<file path="src/rtl/ucore_port_fifo_pkg.sv">
// ucore_port_fifo_pkg: shared defaults for the ucore output-port FIFO.
// Carries the ucore data-width default, the default depth and the level-width helper.
// The overflow feature is controlled by the UCORE_PORT_FIFO_OVF_EN macro and is off by default.
package ucore_port_fifo_pkg;

  localparam int UCORE_DATA_W = 8;
  localparam int UPF_DEPTH    = 4;

  // Occupancy needs to represent 0..DEPTH inclusive.
  function automatic int upf_lvl_w(input int depth);
    return $clog2(depth + 1);
  endfunction

endpackage

</file>
<file path="src/rtl/ucore_port_fifo_if.sv">
// ucore_port_fifo_if: bundle between the ucore/consumer side (master) and the FIFO (slave).
// The write side is driven by the ucore, the m_* side is read by the consumer.
interface ucore_port_fifo_if
  import ucore_port_fifo_pkg::*;
#(
  parameter int WIDTH = UCORE_DATA_W,
  parameter int DEPTH = UPF_DEPTH
);
  localparam int LW = upf_lvl_w(DEPTH);

  logic             wr_en;
  logic [WIDTH-1:0] wr_data;
  logic             full;
  logic             almost_full;
  logic             m_valid;
  logic [WIDTH-1:0] m_data;
  logic             m_ready;
  logic [LW-1:0]    level;
  logic             ovf;
  logic [7:0]       ovf_count;
  logic             ovf_clear;

  modport master (
    output wr_en, wr_data, m_ready, ovf_clear,
    input  full, almost_full, m_valid, m_data, level, ovf, ovf_count
  );

  modport slave (
    input  wr_en, wr_data, m_ready, ovf_clear,
    output full, almost_full, m_valid, m_data, level, ovf, ovf_count
  );

endinterface

</file>
<file path="src/rtl/ucore_port_fifo_mem.sv">
// ucore_port_fifo_mem: DEPTH x WIDTH register array, one write port, one async read port.
// Storage is deliberately not reset; the top gates the read data with its valid flag.
module ucore_port_fifo_mem #(
  parameter int WIDTH = 8,
  parameter int DEPTH = 4,
  parameter int AW    = $clog2(DEPTH)
) (
  input  logic             clk,
  input  logic             wr_en,
  input  logic [AW-1:0]    wr_addr,
  input  logic [WIDTH-1:0] wr_data,
  input  logic [AW-1:0]    rd_addr,
  output logic [WIDTH-1:0] rd_data
);

  logic [WIDTH-1:0] r_mem [DEPTH];

  // Write the addressed entry on each accepted push.
  always_ff @(posedge clk) begin
    if (wr_en) r_mem[wr_addr] <= wr_data;
  end

  assign rd_data = r_mem[rd_addr];

endmodule

</file>
<file path="src/rtl/ucore_port_fifo.sv">
// ucore_port_fifo: buffers ucore output-port writes and presents them over valid/ready
// with first-word fall-through. full/almost_full/level are registered from the next-state
// level so the ucore can self-throttle on them.
// Optional feature: define UCORE_PORT_FIFO_OVF_EN to build the sticky overflow flag and
// the saturating dropped-write counter; otherwise they read as 0 and cost no flops.
module ucore_port_fifo
  import ucore_port_fifo_pkg::*;
#(
  parameter int WIDTH       = UCORE_DATA_W,
  parameter int DEPTH       = UPF_DEPTH,
  parameter int AFULL_LEVEL = DEPTH - 1
) (
  input  logic             clk,
  input  logic             aresetn,
  ucore_port_fifo_if.slave bus
);

  localparam int PW = $clog2(DEPTH);
  localparam int LW = upf_lvl_w(DEPTH);
  localparam logic [LW-1:0] L_DEPTH = LW'(DEPTH);
  localparam logic [LW-1:0] L_AFULL = LW'(AFULL_LEVEL);

  logic [PW-1:0]    r_wr_ptr;
  logic [PW-1:0]    r_rd_ptr;
  logic [LW-1:0]    r_level;
  logic             r_full;
  logic             r_afull;
  logic             w_push;
  logic             w_pop;
  logic             w_valid;
  logic [LW-1:0]    w_level_nxt;
  logic [WIDTH-1:0] w_rd_data;

  // A write while full is dropped even if a pop frees a slot on the same edge,
  // because the ucore only ever sees the registered full flag.
  assign w_valid = (r_level != '0);
  assign w_push  = bus.wr_en & ~r_full;
  assign w_pop   = w_valid & bus.m_ready;

  // Next-state occupancy; push+pop leaves it unchanged.
  always_comb begin
    w_level_nxt = r_level;
    case ({w_push, w_pop})
      2'b10:   w_level_nxt = r_level + LW'(1);
      2'b01:   w_level_nxt = r_level - LW'(1);
      default: w_level_nxt = r_level;
    endcase
  end

  // Pointers, level and flags; pointers wrap naturally since DEPTH is a power of two.
  always_ff @(posedge clk or negedge aresetn) begin
    if (!aresetn) begin
      r_wr_ptr <= '0;
      r_rd_ptr <= '0;
      r_level  <= '0;
      r_full   <= 1'b0;
      r_afull  <= 1'b0;
    end else begin
      if (w_push) r_wr_ptr <= r_wr_ptr + PW'(1);
      if (w_pop)  r_rd_ptr <= r_rd_ptr + PW'(1);
      r_level <= w_level_nxt;
      r_full  <= (w_level_nxt == L_DEPTH);
      r_afull <= (w_level_nxt >= L_AFULL);
    end
  end

  ucore_port_fifo_mem #(
    .WIDTH (WIDTH),
    .DEPTH (DEPTH),
    .AW    (PW)
  ) u_mem (
    .clk     (clk),
    .wr_en   (w_push),
    .wr_addr (r_wr_ptr),
    .wr_data (bus.wr_data),
    .rd_addr (r_rd_ptr),
    .rd_data (w_rd_data)
  );

  assign bus.m_valid     = w_valid;
  assign bus.m_data      = w_valid ? w_rd_data : '0;
  assign bus.full        = r_full;
  assign bus.almost_full = r_afull;
  assign bus.level       = r_level;

`ifdef UCORE_PORT_FIFO_OVF_EN
  logic       r_ovf;
  logic [7:0] r_ovf_cnt;

  function automatic logic [7:0] sat_inc8(input logic [7:0] v);
    return (v == 8'hFF) ? v : v + 8'd1;
  endfunction

  // Sticky overflow and saturating drop count; clear wins over a same-cycle drop.
  always_ff @(posedge clk or negedge aresetn) begin
    if (!aresetn) begin
      r_ovf     <= 1'b0;
      r_ovf_cnt <= '0;
    end else if (bus.ovf_clear) begin
      r_ovf     <= 1'b0;
      r_ovf_cnt <= '0;
    end else if (bus.wr_en & r_full) begin
      r_ovf     <= 1'b1;
      r_ovf_cnt <= sat_inc8(r_ovf_cnt);
    end
  end

  assign bus.ovf       = r_ovf;
  assign bus.ovf_count = r_ovf_cnt;
`else
  logic w_unused_ovf_clear;
  assign w_unused_ovf_clear = bus.ovf_clear;
  assign bus.ovf            = 1'b0;
  assign bus.ovf_count      = '0;
`endif

endmodule

</file>
<file path="src/flat_wrapper.sv">
// flat-port wrapper written by rule: the top's interface ports become plain ports
module ucore_port_fifo_flat import ucore_port_fifo_pkg::*;
#(
  parameter int WIDTH       = UCORE_DATA_W,
  parameter int DEPTH       = UPF_DEPTH,
  parameter int AFULL_LEVEL = DEPTH - 1
)
  (clk, aresetn, bus_wr_en, bus_wr_data, bus_m_ready, bus_ovf_clear, bus_full, bus_almost_full, bus_m_valid, bus_m_data, bus_level, bus_ovf, bus_ovf_count);
  ucore_port_fifo_if #(.WIDTH(WIDTH), .DEPTH(DEPTH)) bus_i ();
  input  logic clk;
  input  logic aresetn;
  input wire logic [$bits(bus_i.wr_en)-1:0] bus_wr_en;
  input wire logic [$bits(bus_i.wr_data)-1:0] bus_wr_data;
  input wire logic [$bits(bus_i.m_ready)-1:0] bus_m_ready;
  input wire logic [$bits(bus_i.ovf_clear)-1:0] bus_ovf_clear;
  output wire logic [$bits(bus_i.full)-1:0] bus_full;
  output wire logic [$bits(bus_i.almost_full)-1:0] bus_almost_full;
  output wire logic [$bits(bus_i.m_valid)-1:0] bus_m_valid;
  output wire logic [$bits(bus_i.m_data)-1:0] bus_m_data;
  output wire logic [$bits(bus_i.level)-1:0] bus_level;
  output wire logic [$bits(bus_i.ovf)-1:0] bus_ovf;
  output wire logic [$bits(bus_i.ovf_count)-1:0] bus_ovf_count;
  assign bus_i.wr_en = bus_wr_en;
  assign bus_i.wr_data = bus_wr_data;
  assign bus_i.m_ready = bus_m_ready;
  assign bus_i.ovf_clear = bus_ovf_clear;
  assign bus_full = bus_i.full;
  assign bus_almost_full = bus_i.almost_full;
  assign bus_m_valid = bus_i.m_valid;
  assign bus_m_data = bus_i.m_data;
  assign bus_level = bus_i.level;
  assign bus_ovf = bus_i.ovf;
  assign bus_ovf_count = bus_i.ovf_count;
  ucore_port_fifo #(.WIDTH(WIDTH), .DEPTH(DEPTH), .AFULL_LEVEL(AFULL_LEVEL)) u_core (.clk(clk), .aresetn(aresetn), .bus(bus_i));
endmodule
</file>
<file path="config.mk">
export PLATFORM = sky130hd
export DESIGN_NAME = ucore_port_fifo_flat
export DESIGN_NICKNAME = d
export VERILOG_FILES = /design/src/rtl/ucore_port_fifo_pkg.sv /design/src/rtl/ucore_port_fifo_if.sv /design/src/rtl/ucore_port_fifo_mem.sv /design/src/rtl/ucore_port_fifo.sv /design/src/flat_wrapper.sv
export SDC_FILE = /design/constraint.sdc
export NUM_CORES = 1
export LEC_CHECK = 0
export CORE_ASPECT_RATIO = 0.75
export CORE_MARGIN = 2
export CORE_UTILIZATION = 37
export CTS_CLUSTER_DIAMETER = 100
export CTS_CLUSTER_SIZE = 8
export DETAILED_ROUTE_END_ITERATION = 12
export GPL_TIMING_DRIVEN = 0
export PLACE_DENSITY = 0.63
export SYNTH_ARGS = -nofsm -noshare
export SYNTH_HDL_FRONTEND = slang
export SYNTH_HIERARCHICAL = 1
export SYNTH_SLANG_ARGS = --single-unit
</file>
<file path="constraint.sdc">
create_clock -name clk -period 3.63 [get_ports clk]
set_clock_uncertainty 0.05 [all_clocks]
set_input_delay 0.5445 -clock clk [delete_from_list [all_inputs] [get_ports clk]]
set_output_delay 0.5445 -clock clk [all_outputs]
set_load 0.01 [all_outputs]
</file>
After elaboration in Yosys (flattened, before gate mapping)

Memories as Yosys holds them, arrays and structs flattened.
Cells that the tools add are included.

Register bits: 9
Bits in writable memories: 32
Input port bits: 13
Output and inout bits: 23
Memories kept: 1

Memory list:

| memory             | words | bits a word | rd ports | clocked after memory_dff | write ports | RTL line                  | RTL |
|---|---|---|---|---|---|---|---|
| u_core.u_mem.r_mem | 4     | 8           | 1        | 0                        | 1           | ucore_port_fifo_mem.sv:16 | `logic [WIDTH-1:0] r_mem [DEPTH];` |

Add/sub/neg operators: 4
Magnitude comparators: 1
Equal/unequal tests: 3
Muxes and demuxes: 4
Bitwise logic cells: 3
Reduce and logical (&&, ||, !) cells: 1

Operator list:

| operator                                            | count |
|---|---|
| two-way mux 8 bit                                   | 1 |
| case mux 3 bit (2 select lines)                     | 1 |
| adder 2 x 1 -> 2 bit, second input constant         | 2 |
| adder 3 x 1 -> 3 bit, second input constant         | 1 |
| == test 3 bit, second input constant                | 1 |
| >= comparator 3 x 2 -> 1 bit, second input constant | 1 |
| nonzero test 3 bit                                  | 1 |
| subtractor 3 x 1 -> 3 bit, second input constant    | 1 |
| bitwise AND 1 bit                                   | 2 |
| == test 2 x 1 -> 1 bit, second input constant       | 1 |
| == test 2 bit, second input constant                | 1 |
| two-way mux 1 bit                                   | 2 |
| NOT 1 bit                                           | 1 |

Longest topological paths before layout

Word-level depth: 5
Depth in mapped cells: 7
Mapped depth without buffers: 7

By module

Netlist, hierarchy kept.

Modules (own cells, without submodules):

| module              | times used | cells each | area an instance (µm²) | seq. area each (µm²) |
|---|---|---|---|---|
| ucore_port_fifo_mem | 1          | 46         | 1188.6                 | 960.9 |
| ucore_port_fifo     | 1          | 52         | 558.0                  | 225.2 |

Least setup slack after synthesis

Ideal clock, no wire load.

Path type: flip-flop to flip-flop
From: register u_core.r_level[0], in the netlist u_core/bus.level[0]
To: register u_core.r_full, in the netlist u_core/bus.full
Library setup time: 87 ps
Data arrival time: 2290 ps
Data required time: 3493 ps
Slack: 1203 ps
Stages on the path, launching flop included: 8
Period minus slack after synthesis: 2427 ps
Path through: dfrtp_1 -> or3_4 -> and2_4 -> ha_1 -> fa_1 -> xnor2_1 -> or3_4 -> a211oi_2

Longest elaborated chain between the ends: 5
Elaborated cells between the ends (all ways): 8

Ends and longest elaborated chain:

| element                                                 | RTL line              | RTL |
|---|---|---|
| start, declared                                         | ucore_port_fifo.sv:25 | `logic [LW-1:0] r_level;` |
| start signal, assigned                                  | ucore_port_fifo.sv:61 | `r_level <= w_level_nxt;` |
| nonzero test 3 bit                                      | ucore_port_fifo.sv:36 | `assign w_valid = (r_level != '0);` |
| bitwise AND 1 bit                                       | ucore_port_fifo.sv:38 | `assign w_pop = w_valid & bus.m_ready;` |
| == test 2 x 1 -> 1 bit or == test 2 bit (tied branches) | ucore_port_fifo.sv:43 | `case ({w_push, w_pop})` |
| case mux 3 bit (2 select lines) (*)                     | ucore_port_fifo.sv:43 |  |
| == test 3 bit (*)                                       | ucore_port_fifo.sv:62 | `r_full <= (w_level_nxt == L_DEPTH);` |
| end signal, assigned                                    | ucore_port_fifo.sv:62 |  |
| end, declared                                           | ucore_port_fifo.sv:26 | `logic r_full;` |

Mark *: on every way between the ends. The rest lies on a longest branch, timed or not.
A chain may end at the register's enable or synchronous reset.

Worst setup path after layout

From: register u_core.r_rd_ptr[0]
To: output bus_m_data[0]

Longest elaborated chain between the ends: 2

Ends and longest elaborated chain:

| element                 | RTL line              | RTL |
|---|---|---|
| start, declared         | ucore_port_fifo.sv:24 | `logic [PW-1:0] r_rd_ptr;` |
| start signal, assigned  | ucore_port_fifo.sv:60 | `if (w_pop) r_rd_ptr <= r_rd_ptr + PW'(1);` |
| memory (4 x 8 bit)      | -                     |  |
| net u_core.w_rd_data[0] | ucore_port_fifo.sv:32 | `logic [WIDTH-1:0] w_rd_data;` |
| two-way mux 8 bit       | ucore_port_fifo.sv:81 | `assign bus.m_data = w_valid ? w_rd_data : '0;` |
| end, declared           | flat_wrapper.sv:19    | `output wire logic [$bits(bus_i.m_data)-1:0] bus_m_data;` |

The timed path passes the listed nets, and every way through them passes these cells.

==> out/qor.yml <==
floorplan:
  die_area_um2: 5290
  die_x_um: 83.3
  core-area_um2: 4490
  start_util: 0.389
  ios: 36
  dieHeight_um: 63.5
  num_rows: 21
setup_path:
  reg2reg_depth: 7
  path_class: "reg2out"
  setup.worst_path.end_class: "output port"
  critical_path_required_ns: 3.04
  critPathLaunch: "u_core/r_rd_ptr[0]"
  r2r-start: "u_core/bus.level[0]"
  worst_setup_path_start_kind: "register"
  critPathMaxFanout: 8
  worst-endpoint-arrival_ns: 2.04
  rrSetupSlack_ns: 1.09
  r2r-end: "u_core/bus.full"
  critPathCapture: "bus_m_data[0]"
global_route:
  gr-total-overflow: 0
  grt_pass1_wl_um: 4870
  grt_pass1_vias: 1008
  grt_max_degree: 13
  antenna_found_initial: 0
  grt_usage: 0.124
logic_synthesis:
  ys_top_cells_by_area: "edfxtp_1 55%, dfrtp_1 13%, mux4_2 10%"
  synth_cell_type_count: 28
  synthTopCellsByCount: "32 x edfxtp_1, 9 x buf_4, 9 x dfrtp_1"
  synth_async_sr_flop_share: 0.220
  yosysMostFrequentCell: "edfxtp_1"
  yosysWarnings: 6
  synth_top_area_frac: 0.550
  synth_edf_count: 32
  ys.flop_type: "edfxtp_1"
  netlist_area_um2: 1750
  synth_top_area_cell: "edfxtp_1"
  avgSynthCellArea_um2: 17.8
  synth_cells: 98
  synth_seq_cells: 41
  ys_seq_area_frac: 0.679
outcome:
  outcome: "finished, final reports clean"
clocking:
  cts_setup_buffers: 0
  postCtsHoldBufs: 0
  cts_tree: "yes"
  root_buffer: "clkbuf_8"
  clk_latency_ns: 0.28
  numCtsBuffers: 5
  ctsHtreeMaxLevel: 2
  ctsResizeCount: 0
  cts.sinks: 41
  clkTransAtPathRegs_ns: 0.07
  clockBufferDepth: 2
placement:
  post-place-ws_ns: 0.812
  dp_hpwl_um: 2010
  portBuffers: 25
  gp_routability_congestion: 0.738
run:
  cap_violations: 0
hold_path:
  hold_path.class: "reg2reg"
layout:
  fillers: 383
  fin_nets: 153
  syn2layout_area_growth_pct: 24.8
  layout-drive-gt1-share: 0.230
  num_antenna_cells: 0
timing:
  period_share: 0.725
  maxSlewHeadroom: 0.140
  worst_pin_slew_ns: 1.29
  setup_slack_ns: 0.999
  hold_viol: 0
  fmaxAchievable_mhz: 380
  period_needed_ns: 2.63
  finalSetupTns_ns: 0
  drv_slew: 0
  rsz0062_at_grt: "no"
  setup-violations-final: 0
drt:
  viasPerCell: 4.58
  wl_um: 2840
  first_pass_iters: 4
  via_count: 897
  drcViolationCount: 0
  drtIter0Drc: 35
  wire_per_inst_um: 14.5
  antenna_left: 0
power:
  peakVddDrop_uv: 311
  powerDensity_nw_per_um2: 791
  leakage_uw: 0.000809
-- metrics by stage --
step | utilization | hold slack (ns) | power, uW | std cells | cell area (um^2)
floorplan | - | 0.199 | 1170 | 106 | 1780
global placement | 0.467 | 0.409 | 1450 | 188 | 2100
detailed placement | 0.467 | 0.429 | 1480 | 188 | 2100
CTS | 0.485 | 0.442 | 1750 | 196 | 2180
global route | 0.485 | 0.447 | 1830 | 196 | 2180
finish | 0.485 | 0.433 | 1720 | 196 | 2180
-- cells in the final DEF, fill, tap and decap left out, types with 2 or more instances in the layout --
cell             count
nand2_1              3
clkdlybuf4s50_1     25
buf_6                2
edfxtp_1            32
conb_1               9
and3b_1              2
xnor2_1              5
mux4_2               8
and2_1               8
buf_4                9
or3_4                2
dfrtp_1              9
clkinv_1             2
clkbuf_8             5
-- final cells by class --
cell class	count	area, um^2	area share
clock buffers	5	68.8	0.0316
well taps	57	71.3	0.0327
inverters	1	3.75	0.00172
plain buffers	12	95.1	0.0436
clock inverters	3	12.5	0.00574
flip-flops and latches	41	1190	0.544
repair buffers	25	250	0.115
multi-input cells	52	492	0.226
-- registers in the layout, summed over array words and instances, names as in the netlist --
name and flops:
u_core/r_rd_ptr 2, u_core/bus.almost_full 1, u_core/r_wr_ptr 2, u_core/u_mem/r_mem 32, u_core/bus.level 3, u_core/bus.full 1
-- worst min-delay path by stage --
stage / endpoint / cells past startpoint / startpoint / slack [ns]
after floorplan: u_core/bus.almost_full / 0 / aresetn / 0.20
after global placement: u_core/r_rd_ptr[1] / 1 / u_core/r_rd_ptr[1] / 0.41
after detailed placement: u_core/r_rd_ptr[1] / 1 / u_core/r_rd_ptr[1] / 0.43
after CTS: u_core/r_rd_ptr[1] / 1 / u_core/r_rd_ptr[1] / 0.44
after global routing: u_core/r_rd_ptr[1] / 1 / u_core/r_rd_ptr[1] / 0.45
final: u_core/r_rd_ptr[1] / 1 / u_core/r_rd_ptr[1] / 0.43
-- per-layer routing --
layer / part of all wire / wire (um) / GRT usage
met5: 0 / 0 / 0
met1: 0.41 / 1150 / 0.139
met3: 0.042 / 119 / 0.0288
met2: 0.53 / 1510 / 0.219
met4: 0.021 / 61 / 0.0676
-- critical path: stages (launching register included) --
cell and delay (ns):
dfrtp_1 0.43, buf_6 0.20, mux4_2 0.50, and2_1 0.15, clkdlybuf4s50_1 0.47
-- kinds of logic after synthesis --
family                   Yosys count  share of synthesized area
AO/OA/AOI/OAI                      4                     0.0186
XOR/XNOR                           6                     0.0301
adder cells (fa/ha/maj)            2                     0.0186
buffers and inverters             13                     0.0566
flip-flops                        41                      0.679
multiplexers                       9                      0.110
other                              1                    0.00215
AND/OR/NAND/NOR                   22                     0.0852
-- where the power goes --
group          leakage, uW  switching [uW]  total [uW]  internal (uW)
combinational     0.000366             317         749            432
sequential        0.000400            73.8         707            634
clock            0.0000430             138         268            129
total             0.000809             529        1720           1190
Power figures use the tool's default switching activity.
